$ cat src/rtl/rns_conv_sched_pkg.sv
// Shared widths and packing helpers for the RNS conversion scheduler.
// Residues are carried as {mod8, mod7, mod5, mod3} in an 11-bit response word.
package rns_conv_sched_pkg;

  localparam int OPND_W = 10;
  localparam int MOD8_W = 3;
  localparam int MOD7_W = 3;
  localparam int MOD5_W = 3;
  localparam int MOD3_W = 2;
  localparam int RSP_W  = MOD8_W + MOD7_W + MOD5_W + MOD3_W;

  typedef struct packed {
    logic [MOD8_W-1:0] m8;
    logic [MOD7_W-1:0] m7;
    logic [MOD5_W-1:0] m5;
    logic [MOD3_W-1:0] m3;
  } rns_res_t;

  function automatic rns_res_t rns_pack(input logic [MOD8_W-1:0] m8,
                                        input logic [MOD7_W-1:0] m7,
                                        input logic [MOD5_W-1:0] m5,
                                        input logic [MOD3_W-1:0] m3);
    rns_res_t r;
    r.m8 = m8;
    r.m7 = m7;
    r.m5 = m5;
    r.m3 = m3;
    return r;
  endfunction

endpackage

$ cat src/rtl/rns_rr_arbiter.sv
// Round-robin grant over NREQ requesters; the pointer moves only when the
// granted requester is actually accepted.
module rns_rr_arbiter #(
  parameter  int NREQ = 4,
  localparam int IDW  = (NREQ > 1) ? $clog2(NREQ) : 1
) (
  input  logic            clk_i,
  input  logic            rst_i,
  input  logic [NREQ-1:0] req_i,
  input  logic            en_i,
  input  logic            accept_i,
  output logic [NREQ-1:0] gnt_o,
  output logic [IDW-1:0]  gnt_idx_o
);

  logic [IDW-1:0] last_q, last_d;
  logic           found;

  // Search order starts one past the last winner and wraps around.
  always_comb begin
    gnt_o     = '0;
    gnt_idx_o = '0;
    found     = 1'b0;
    for (int off = 1; off <= NREQ; off++) begin
      for (int i = 0; i < NREQ; i++) begin
        if (!found && en_i && req_i[i] &&
            (((int'(last_q) + off) % NREQ) == i)) begin
          gnt_o[i]  = 1'b1;
          gnt_idx_o = IDW'(i);
          found     = 1'b1;
        end
      end
    end
  end

  always_comb begin
    last_d = last_q;
    if (accept_i) last_d = gnt_idx_o;
  end

  always_ff @(posedge clk_i) begin
    if (rst_i) last_q <= IDW'(NREQ - 1);
    else       last_q <= last_d;
  end

endmodule

$ cat src/rtl/rns_conv_sched.sv
// Schedules requester operands onto a shared binary-to-RNS converter and
// returns the residues in issue order through a credit-protected response FIFO.
module rns_conv_sched
  import rns_conv_sched_pkg::*;
#(
  parameter  int NREQ  = 4,
  parameter  int LAT   = 2,
  parameter  int DEPTH = 4,
  localparam int IDW   = (NREQ > 1) ? $clog2(NREQ) : 1
) (
  input  logic                   clk,
  input  logic                   rst,
  input  logic [NREQ-1:0]        req_valid,
  input  logic [OPND_W*NREQ-1:0] req_data,
  output logic [NREQ-1:0]        req_ready,
  output logic [OPND_W-1:0]      conv_n,
  input  logic [MOD8_W-1:0]      conv_mod8,
  input  logic [MOD7_W-1:0]      conv_mod7,
  input  logic [MOD5_W-1:0]      conv_mod5,
  input  logic [MOD3_W-1:0]      conv_mod3,
  output logic                   rsp_valid,
  input  logic                   rsp_ready,
  output logic [IDW-1:0]         rsp_id,
  output logic [RSP_W-1:0]       rsp_data,
  output logic                   busy
);

  localparam int PW = (DEPTH > 1) ? $clog2(DEPTH) : 1;
  localparam int CW = $clog2(DEPTH + 1);

  function automatic logic [PW-1:0] ptr_inc(input logic [PW-1:0] p);
    return (p == PW'(DEPTH - 1)) ? '0 : p + 1'b1;
  endfunction

  logic [OPND_W-1:0] req_arr [NREQ];
  logic [NREQ-1:0]   gnt;
  logic [IDW-1:0]    gnt_idx;
  logic              can_issue, issue, push, pop, fifo_empty;

  logic [CW-1:0]     outst_q, outst_d;
  logic [OPND_W-1:0] conv_n_q, conv_n_d;
  logic [LAT-1:0]    tag_vld_q;
  logic [IDW-1:0]    tag_id_q [LAT];

  logic [IDW-1:0]    fifo_id_q  [DEPTH];
  logic [RSP_W-1:0]  fifo_dat_q [DEPTH];
  logic [PW-1:0]     wr_ptr_q, wr_ptr_d, rd_ptr_q, rd_ptr_d;
  logic [CW-1:0]     fcnt_q, fcnt_d;

  for (genvar g = 0; g < NREQ; g++) begin : g_unpack
    assign req_arr[g] = req_data[OPND_W*g +: OPND_W];
  end

  // Credit counts every accepted request not yet popped, so a pop in this
  // cycle only frees a slot for the following cycle.
  assign can_issue = !rst && (outst_q < CW'(DEPTH));

  rns_rr_arbiter #(.NREQ(NREQ)) u_arb (
    .clk_i     (clk),
    .rst_i     (rst),
    .req_i     (req_valid),
    .en_i      (can_issue),
    .accept_i  (issue),
    .gnt_o     (gnt),
    .gnt_idx_o (gnt_idx)
  );

  assign req_ready  = gnt;
  assign issue      = |(req_valid & gnt);
  assign push       = tag_vld_q[LAT-1];
  assign fifo_empty = (fcnt_q == '0);
  assign pop        = !fifo_empty && rsp_ready;

  always_comb begin
    conv_n_d = conv_n_q;
    if (issue) conv_n_d = req_arr[gnt_idx];

    wr_ptr_d = push ? ptr_inc(wr_ptr_q) : wr_ptr_q;
    rd_ptr_d = pop  ? ptr_inc(rd_ptr_q) : rd_ptr_q;

    fcnt_d = fcnt_q;
    if (push && !pop)      fcnt_d = fcnt_q + 1'b1;
    else if (pop && !push) fcnt_d = fcnt_q - 1'b1;

    outst_d = outst_q;
    if (issue && !pop)      outst_d = outst_q + 1'b1;
    else if (pop && !issue) outst_d = outst_q - 1'b1;
  end

  // Stage boundary: operand register and tag pipeline (control reset only).
  always_ff @(posedge clk) begin
    if (rst) begin
      conv_n_q  <= '0;
      tag_vld_q <= '0;
      outst_q   <= '0;
    end else begin
      conv_n_q     <= conv_n_d;
      outst_q      <= outst_d;
      tag_vld_q[0] <= issue;
      for (int s = 1; s < LAT; s++) tag_vld_q[s] <= tag_vld_q[s-1];
    end
  end

  always_ff @(posedge clk) begin
    tag_id_q[0] <= gnt_idx;
    for (int s = 1; s < LAT; s++) tag_id_q[s] <= tag_id_q[s-1];
  end

  // Stage boundary: response FIFO capture of id plus converter residues.
  always_ff @(posedge clk) begin
    if (rst) begin
      wr_ptr_q <= '0;
      rd_ptr_q <= '0;
      fcnt_q   <= '0;
    end else begin
      wr_ptr_q <= wr_ptr_d;
      rd_ptr_q <= rd_ptr_d;
      fcnt_q   <= fcnt_d;
    end
  end

  always_ff @(posedge clk) begin
    if (push) begin
      fifo_id_q[wr_ptr_q]  <= tag_id_q[LAT-1];
      fifo_dat_q[wr_ptr_q] <= rns_pack(conv_mod8, conv_mod7, conv_mod5, conv_mod3);
    end
  end

  assign conv_n    = conv_n_q;
  assign rsp_valid = !fifo_empty;
  assign rsp_id    = fifo_empty ? '0 : fifo_id_q[rd_ptr_q];
  assign rsp_data  = fifo_empty ? '0 : fifo_dat_q[rd_ptr_q];
  assign busy      = (|tag_vld_q) || !fifo_empty;

endmodule

$ cat config.mk
export PLATFORM = sky130hd
export DESIGN_NAME = rns_conv_sched
export DESIGN_NICKNAME = d
export VERILOG_FILES = /design/src/rtl/rns_conv_sched_pkg.sv /design/src/rtl/rns_rr_arbiter.sv /design/src/rtl/rns_conv_sched.sv
export SDC_FILE = /design/constraint.sdc
export NUM_CORES = 1
export LEC_CHECK = 0
export CORE_MARGIN = 2
export CORE_UTILIZATION = 65
export CTS_CLUSTER_SIZE = 20
export DETAILED_ROUTE_END_ITERATION = 12
export DONT_BUFFER_PORTS = 1
export MAX_ROUTING_LAYER = met4
export PLACE_DENSITY = 0.81
export REMOVE_ABC_BUFFERS = 1
export SLEW_MARGIN = 20
export SYNTH_ARGS = -nofsm -noshare
export SYNTH_HDL_FRONTEND = slang
export SYNTH_SLANG_ARGS = --single-unit
$ cat constraint.sdc
create_clock -name clk -period 6.6 [get_ports clk]
set_clock_uncertainty 0.05 [all_clocks]
set_input_delay 0.33 -clock clk [delete_from_list [all_inputs] [get_ports clk]]
set_output_delay 0.33 -clock clk [all_outputs]
set_load 0.01 [all_outputs]
After elaboration in Yosys (flattened, before gate mapping)
Memory sizes are Yosys's and may differ from the RTL's. A register that Yosys moved wholly into a read port is not among the register bits.
Index checks and enable logic that the tools add are counted.

cells by class
  $add $sub $neg = 10
  $mul = 0
  div/mod/pow operators = 0
  magnitude comparators = 2
  equal/unequal tests = 14
  shifts and indexed selects = 0
  mux-type cells = 62
  bitwise operators = 6
  reduce and logical (&&, ||, !) cells = 87

operators with widths
  cell                 number
  $logic_not 32->1     4
  $logic_and 1x1->1    53
  $mux 2               21
  $mux 1               33
  $eq 3x3->1 const B   8
  $bmux 10 s2          1
  $logic_not 1->1      20
  $mux 10              2
  $eq 3x2->1 const B   4
  $mux 3               4
  $mux 11              1
  $reduce_or 2->1      5
  $add 2x1->2 const B  4
  $add 3x1->3 const B  2
  $sub 3x1->3 const B  2
  $add 2x2->2 const B  2
  $and 1x1->1 const A  4
  $and 4x4->4          1
  $eq 2x2->1 const B   2
  $reduce_bool 2->1    2
  $reduce_or 4->1      1
  $ge 3x3->1 const B   1
  $logic_not 3->1      1
  $lt 3x3->1 const B   1
  2 further kinds      2

storage, ports and cells
  register bits after elaboration = 24
  latch bits = 0
  RAM bits = 56
  memory bits (read-only) = 0
  input bits = 58
  word-level logic and storage cells = 191
  memories = 3

memories
  memory      depth  bits a word  read ports  clocked after memory_dff  write ports  line                  text
  fifo_dat_q  4      11           1           1                         1            rns_conv_sched.sv:46  logic [RSP_W-1:0] fifo_dat_q [DEPTH];
  fifo_id_q   4      2            1           1                         1            rns_conv_sched.sv:45  logic [IDW-1:0] fifo_id_q [DEPTH];
  tag_id_q    2      2            2           0                         2            rns_conv_sched.sv:43  logic [IDW-1:0] tag_id_q [LAT];

Logic depth before layout (Yosys ltp)
  depth after elaboration = 87
  depth in mapped cells = 16
  depth with buffers taken out = 13

Cells and area by module
Synthesis repeated with hierarchy kept, for this count alone.

unflattened totals
  cells, all modules = 240
  area total of the unflattened synthesis = 3547.2 µm²

modules (own cells, without submodules)
  module          times used  cells an instance  area an instance (µm²)
  rns_conv_sched  1           214                3357.0
  rns_rr_arbiter  1           26                 190.2

Worst setup path before layout
Ideal clock, no wire load.

  path type = reg-to-reg
  start = reg u_arb.last_q[1]
  end = reg outst_q[2]
  arrival = 2.745 ns
  required time = 6.479 ns
  path slack = 3.734 ns
  stages on the path, launching flop included = 15
  path buffers = 2
  clock period less this slack = 2.866 ns
  path through = dfxtp_1 nor2b_1 a2111o_1 nor2_8 nor2_2 inv_2 or2_1 buf_4 buf_6 ha_1 inv_1 fa_1 xor2_1 or3_1 a21oi_1

on the way
  elaborated cells on any way between the ends = 126

RTL lines
  element                         line                  text
  start: declaration              rns_rr_arbiter.sv:16  logic [IDW-1:0] last_q, last_d;
  start signal: assignment        rns_rr_arbiter.sv:42  if (rst_i) last_q <= IDW'(NREQ - 1);
  start signal: assignment        rns_rr_arbiter.sv:43  else last_q <= last_d;
  $add 2x1->2                     rns_rr_arbiter.sv:27  (((int'(last_q) + off) % NREQ) == i)) begin
  $reduce_or 2->1 (no line)       n/a
  $and 1x1->1 (no line)           n/a
  $logic_not 32->1                rns_rr_arbiter.sv:27
  $logic_and 1x1->1               rns_rr_arbiter.sv:26  if (!found && en_i && req_i[i] &&
  $mux 1                          rns_rr_arbiter.sv:26
  $logic_not 1->1                 rns_rr_arbiter.sv:26
  $logic_and 1x1->1 (3 in a row)  rns_rr_arbiter.sv:26
  (+65 left out)                  n/a
  $mux 1 (*)                      rns_rr_arbiter.sv:26
  net req_ready[2]                rns_conv_sched.sv:15  output logic [NREQ-1:0] req_ready,
  $and 4x4->4 (*)                 rns_conv_sched.sv:69  assign issue = |(req_valid & gnt);
  $reduce_or 4->1 (*)             rns_conv_sched.sv:69
  net issue                       rns_conv_sched.sv:38  logic can_issue, issue, push, pop, fifo_empty;
  $logic_not 1->1                 rns_conv_sched.sv:87  else if (pop && !issue) outst_d = outst_q - 1'b1;
  $logic_and 1x1->1               rns_conv_sched.sv:87
  $reduce_bool 2->1 (no line)     n/a
  end signal: assignment          rns_conv_sched.sv:98  outst_q <= outst_d;
  end: declaration                rns_conv_sched.sv:40  logic [CW-1:0] outst_q, outst_d;

Mark *: on every way through the listed nets, which the timed path passes. The rest lies on a longest branch.
A chain may end at the register's enable or synchronous reset.

Worst setup path after layout
  start = reg u_arb.last_q[1]
  end = reg outst_q[2]

on the way
  elaborated cells on any way between the ends = 126

RTL lines
  element                         line
  $add 2x1->2                     rns_rr_arbiter.sv:27
  $reduce_or 2->1 (no line)       n/a
  $and 1x1->1 (no line)           n/a
  $logic_not 32->1                rns_rr_arbiter.sv:27
  $logic_and 1x1->1               rns_rr_arbiter.sv:26
  $mux 1                          rns_rr_arbiter.sv:26
  $logic_not 1->1                 rns_rr_arbiter.sv:26
  $logic_and 1x1->1 (3 in a row)  rns_rr_arbiter.sv:26
  (+62 left out)                  n/a
  $logic_and 1x1->1 (3 in a row)  rns_rr_arbiter.sv:26
  $mux 1 (*)                      rns_rr_arbiter.sv:26
  net req_ready[2]                rns_conv_sched.sv:15
  $and 4x4->4 (*)                 rns_conv_sched.sv:69
  $reduce_or 4->1 (*)             rns_conv_sched.sv:69
  $logic_not 1->1                 rns_conv_sched.sv:87
  $logic_and 1x1->1               rns_conv_sched.sv:87
  $reduce_bool 2->1 (no line)     n/a

Marks and branches as above.

==> results.toml <==
[status]
status = "completed"

[finish]
nFillCells = 338
stdcell_area_mm2 = 0.00378
layout.cells.non_filler = 338
antenna_cells = 0
post-route-util_pct = 72.7
area_growth_pct = 5.88
fin_nets = 330
post_route_cells_drive_above_1_share_pct = 11.9

[floorplanning]
core_area_mm2 = 0.00520
fp.dieH_um = 78.1
die-area_mm2 = 0.00610
std_cell_rows = 26
start_util_pct = 68.6
pin_count = 87
die_w_um = 78.1

[place]
io_buffers = 0
dpl_cell_area_mm2 = 0.00360
place.detailed.instances = 320
dp_slack_ps = 3100
hpwl_mm = 4.58
gp_congestion = 0.774

[logic_synthesis]
syn_inst = 263
yosysUniqueCellTypes = 39
netlist.area_leader.share_pct = 43.7
yosysSeqAreaShare_pct = 60.5
ys.flop_type = "edfxtp_1"
synth-edff-count = 52
ys_async_sr_fraction_pct = 0
ys_seq_elements = 82
syn_avg_cell_area_um2 = 13.6
yosys_warnings = 0
yosys-top-cells-area = "edfxtp_1 (44%), dfxtp_1 (17%), mux4_2 (8.2%), and2_1 (4.7%), mux2i_1 (3.6%)"
netlist.top_cell.by_area = "edfxtp_1"
synthesis.area_mm2 = 0.00357

[hold_path]
hold_class = "input port to flip-flop"
hold_path_depth = 1

[route]
viasPerCell = 6.06
dr_total_vias = 2048
drt_iter0_markers = 132
drc = 0
firstDrtPassIters = 4
routedWlPerCell_um = 19.4
wirelength_mm = 6.56
antenna_left = 0

[sta]
min_period_ps = 3530
setup_tns_ps = 0
hold_viol = 0
rsz0062_at_grt = "no"
layout_setup_ws_ps = 3070
max-slew-margin-rel_pct = 42.7
fmax_ghz = 0.283
fin_hold_ws_ps = 19.7
setup_viol = 0
fin_crit_sh_pct = 53.5
report.final.slew_viol_count = 0
worst_pin_slew_ps = 858

[clock_tree]
cts_buffers = 9
clockRootBuffer = "clkbuf_8"
htree_levels = 3
tritoncts = "yes"
clk-insertion-delay-late_ps = 340
cts_buffer_depth = 2
cts_sinks = 82
cts_setup_buffers = 0
clk_pin_slew_ps = 70

[setup_path]
slowest_stage = "a2111o_1"
cpPeakStageDelay_ps = 490
worst_setup_path_end_kind = "flip-flop"
arrival_ps = 3740
worstPathCellList = "nor2b_1 -> a2111o_1 -> nor2_8 -> nor2_2 -> inv_2 -> or2_1 -> ha_1 -> inv_1 -> fa_1 -> xor2_1 -> or3_1 -> a21oi_1"
startpoint_type = "flip-flop"
cp_data_required_time_ps = 6810
crit_type = "flip-flop to flip-flop"
rr_worst_depth = 12
path_max_fanout = 19

[grt]
overflow = 0
grt_max_degree = 22
antenna_found_initial = 0
grt_pass1_vias = 2064
grt_usage_pct = 23.2
grt_pass1_wl_mm = 10.1

[pwr]
power_density_mw_per_mm2 = 373
p_total_mw = 1.41
leakage_nw = 1.37
ir_drop_mv = 0.231

[run]
drv_cap = 0
[final timing paths]
path | from | to | slack (ps)
worst max-delay path | u_arb.last_q[1] | outst_q[2] | 3070
worst max register to register | u_arb.last_q[1] | outst_q[2] | 3070
worst min-delay path | rst | rd_ptr_q[1] | 20
worst min register to register | tag_id_q[0][0] | tag_id_q[0][2] | 280
[flip-flops by register name, summed over array words and instances (netlist names), named ones only]
name / cells
conv_n: 10
fcnt_q: 3
fifo_dat_q: 44
fifo_id_q: 8
outst_q: 3
rd_ptr_q: 2
tag_id_q: 4
tag_vld_q: 2
u_arb.last_q: 2
wr_ptr_q: 2
[critical path: cells and delay by family, from the launching register on]
kind / cells / cell delay, ps
DFF: 1 / 430
and+or+nand+nor: 5 / 1310
xor gates and xnor gates: 1 / 160
buffers and inverters: 2 / 210
adders and majority gates: 2 / 660
AOI/OAI and AO/OA: 2 / 630
[layout by cell type (no fill, tap or decap), types with 2 or more instances in the layout]
cell type / netlist / layout
a2111oi_1: 2 / 2
a211oi_1: 10 / 10
a21boi_0: 3 / 3
a21oi_1: 6 / 6
and2_1: 27 / 27
and3_1: 7 / 7
clkbuf_1: 8 / 3
clkbuf_8: 0 / 10
clkinv_2: 0 / 2
dfxtp_1: 30 / 30
dlygate4sd3_1: 0 / 2
edfxtp_1: 52 / 52
fa_1: 2 / 2
ha_1: 7 / 7
inv_1: 11 / 11
inv_2: 2 / 2
mux2i_1: 13 / 13
mux4_2: 13 / 13
nand2_1: 3 / 3
nand3_1: 2 / 2
nor2_1: 21 / 21
nor2b_1: 3 / 3
nor3_1: 2 / 2
nor4_1: 7 / 7
o21ai_0: 6 / 6
or3_1: 5 / 5
xor2_1: 4 / 4
[cells in the mapped netlist, types with 3 or more instances]
| cell type | number |
|---|---|
| nor2_1 | 21 |
| ha_1 | 7 |
| nor2b_1 | 3 |
| nand2_1 | 3 |
| edfxtp_1 | 52 |
| o21ai_0 | 6 |
| inv_1 | 11 |
| a21oi_1 | 6 |
| xor2_1 | 4 |
| mux2i_1 | 13 |
| a211oi_1 | 10 |
| a21boi_0 | 3 |
| dfxtp_1 | 30 |
| mux4_2 | 13 |
| and2_1 | 27 |
| nor4_1 | 7 |
| and3_1 | 7 |
| clkbuf_1 | 8 |
| buf_2 | 3 |
| or3_1 | 5 |
[metal layers]
| metal | routed length [um] | global-route usage (%) | up-vias |
|---|---|---|---|
| met1 | 2590 | 26.8 | 977 |
| met3 | 447 | 7.01 | 12 |
| met5 | 0 | - | - |
| met2 | 3400 | 38.4 | 86 |
| met4 | 113 | 9.47 | 0 |
| li1 | - | - | 973 |
[power breakdown]
group / internal (mW) / total [mW] / leakage (nW) / switching, mW
registers: 0.624 / 0.699 / 0.720 / 0.0743
logic: 0.174 / 0.402 / 0.569 / 0.228
clock network: 0.146 / 0.309 / 0.0834 / 0.163
[kinds of logic (layout without fill, tap and decap cells)]
group / count (synthesis) / count (layout) / share of synthesized area (%)
XOR/XNOR: 4 / 4 / 0.981
AO/OA/AOI/OAI: 34 / 34 / 7.01
buffers and inverters: 26 / 31 / 3.15
flip-flops: 82 / 82 / 60.5
multiplexers: 26 / 26 / 11.8
AND/OR/NAND/NOR: 82 / 82 / 12.9
adder cells (fa/ha/maj): 9 / 9 / 3.57
[cell type report]
class	count	area [um^2]	area share (%)
sequential	82	2160	57.2
multi-input combinational	155	1300	34.3
clock buffer	13	149	3.94
tap	70	87.6	2.32
inverter	13	48.8	1.29
timing repair buffer	2	20.0	0.529
clock inverter	3	17.5	0.463
[what timing repair did]
action / CTS / global route
gates resized for setup: 0 / 0
hold buffers: 2 / 0
hold endpoints to repair: 17 / 0
No activity file was read; power rests on OpenSTA's default activity.
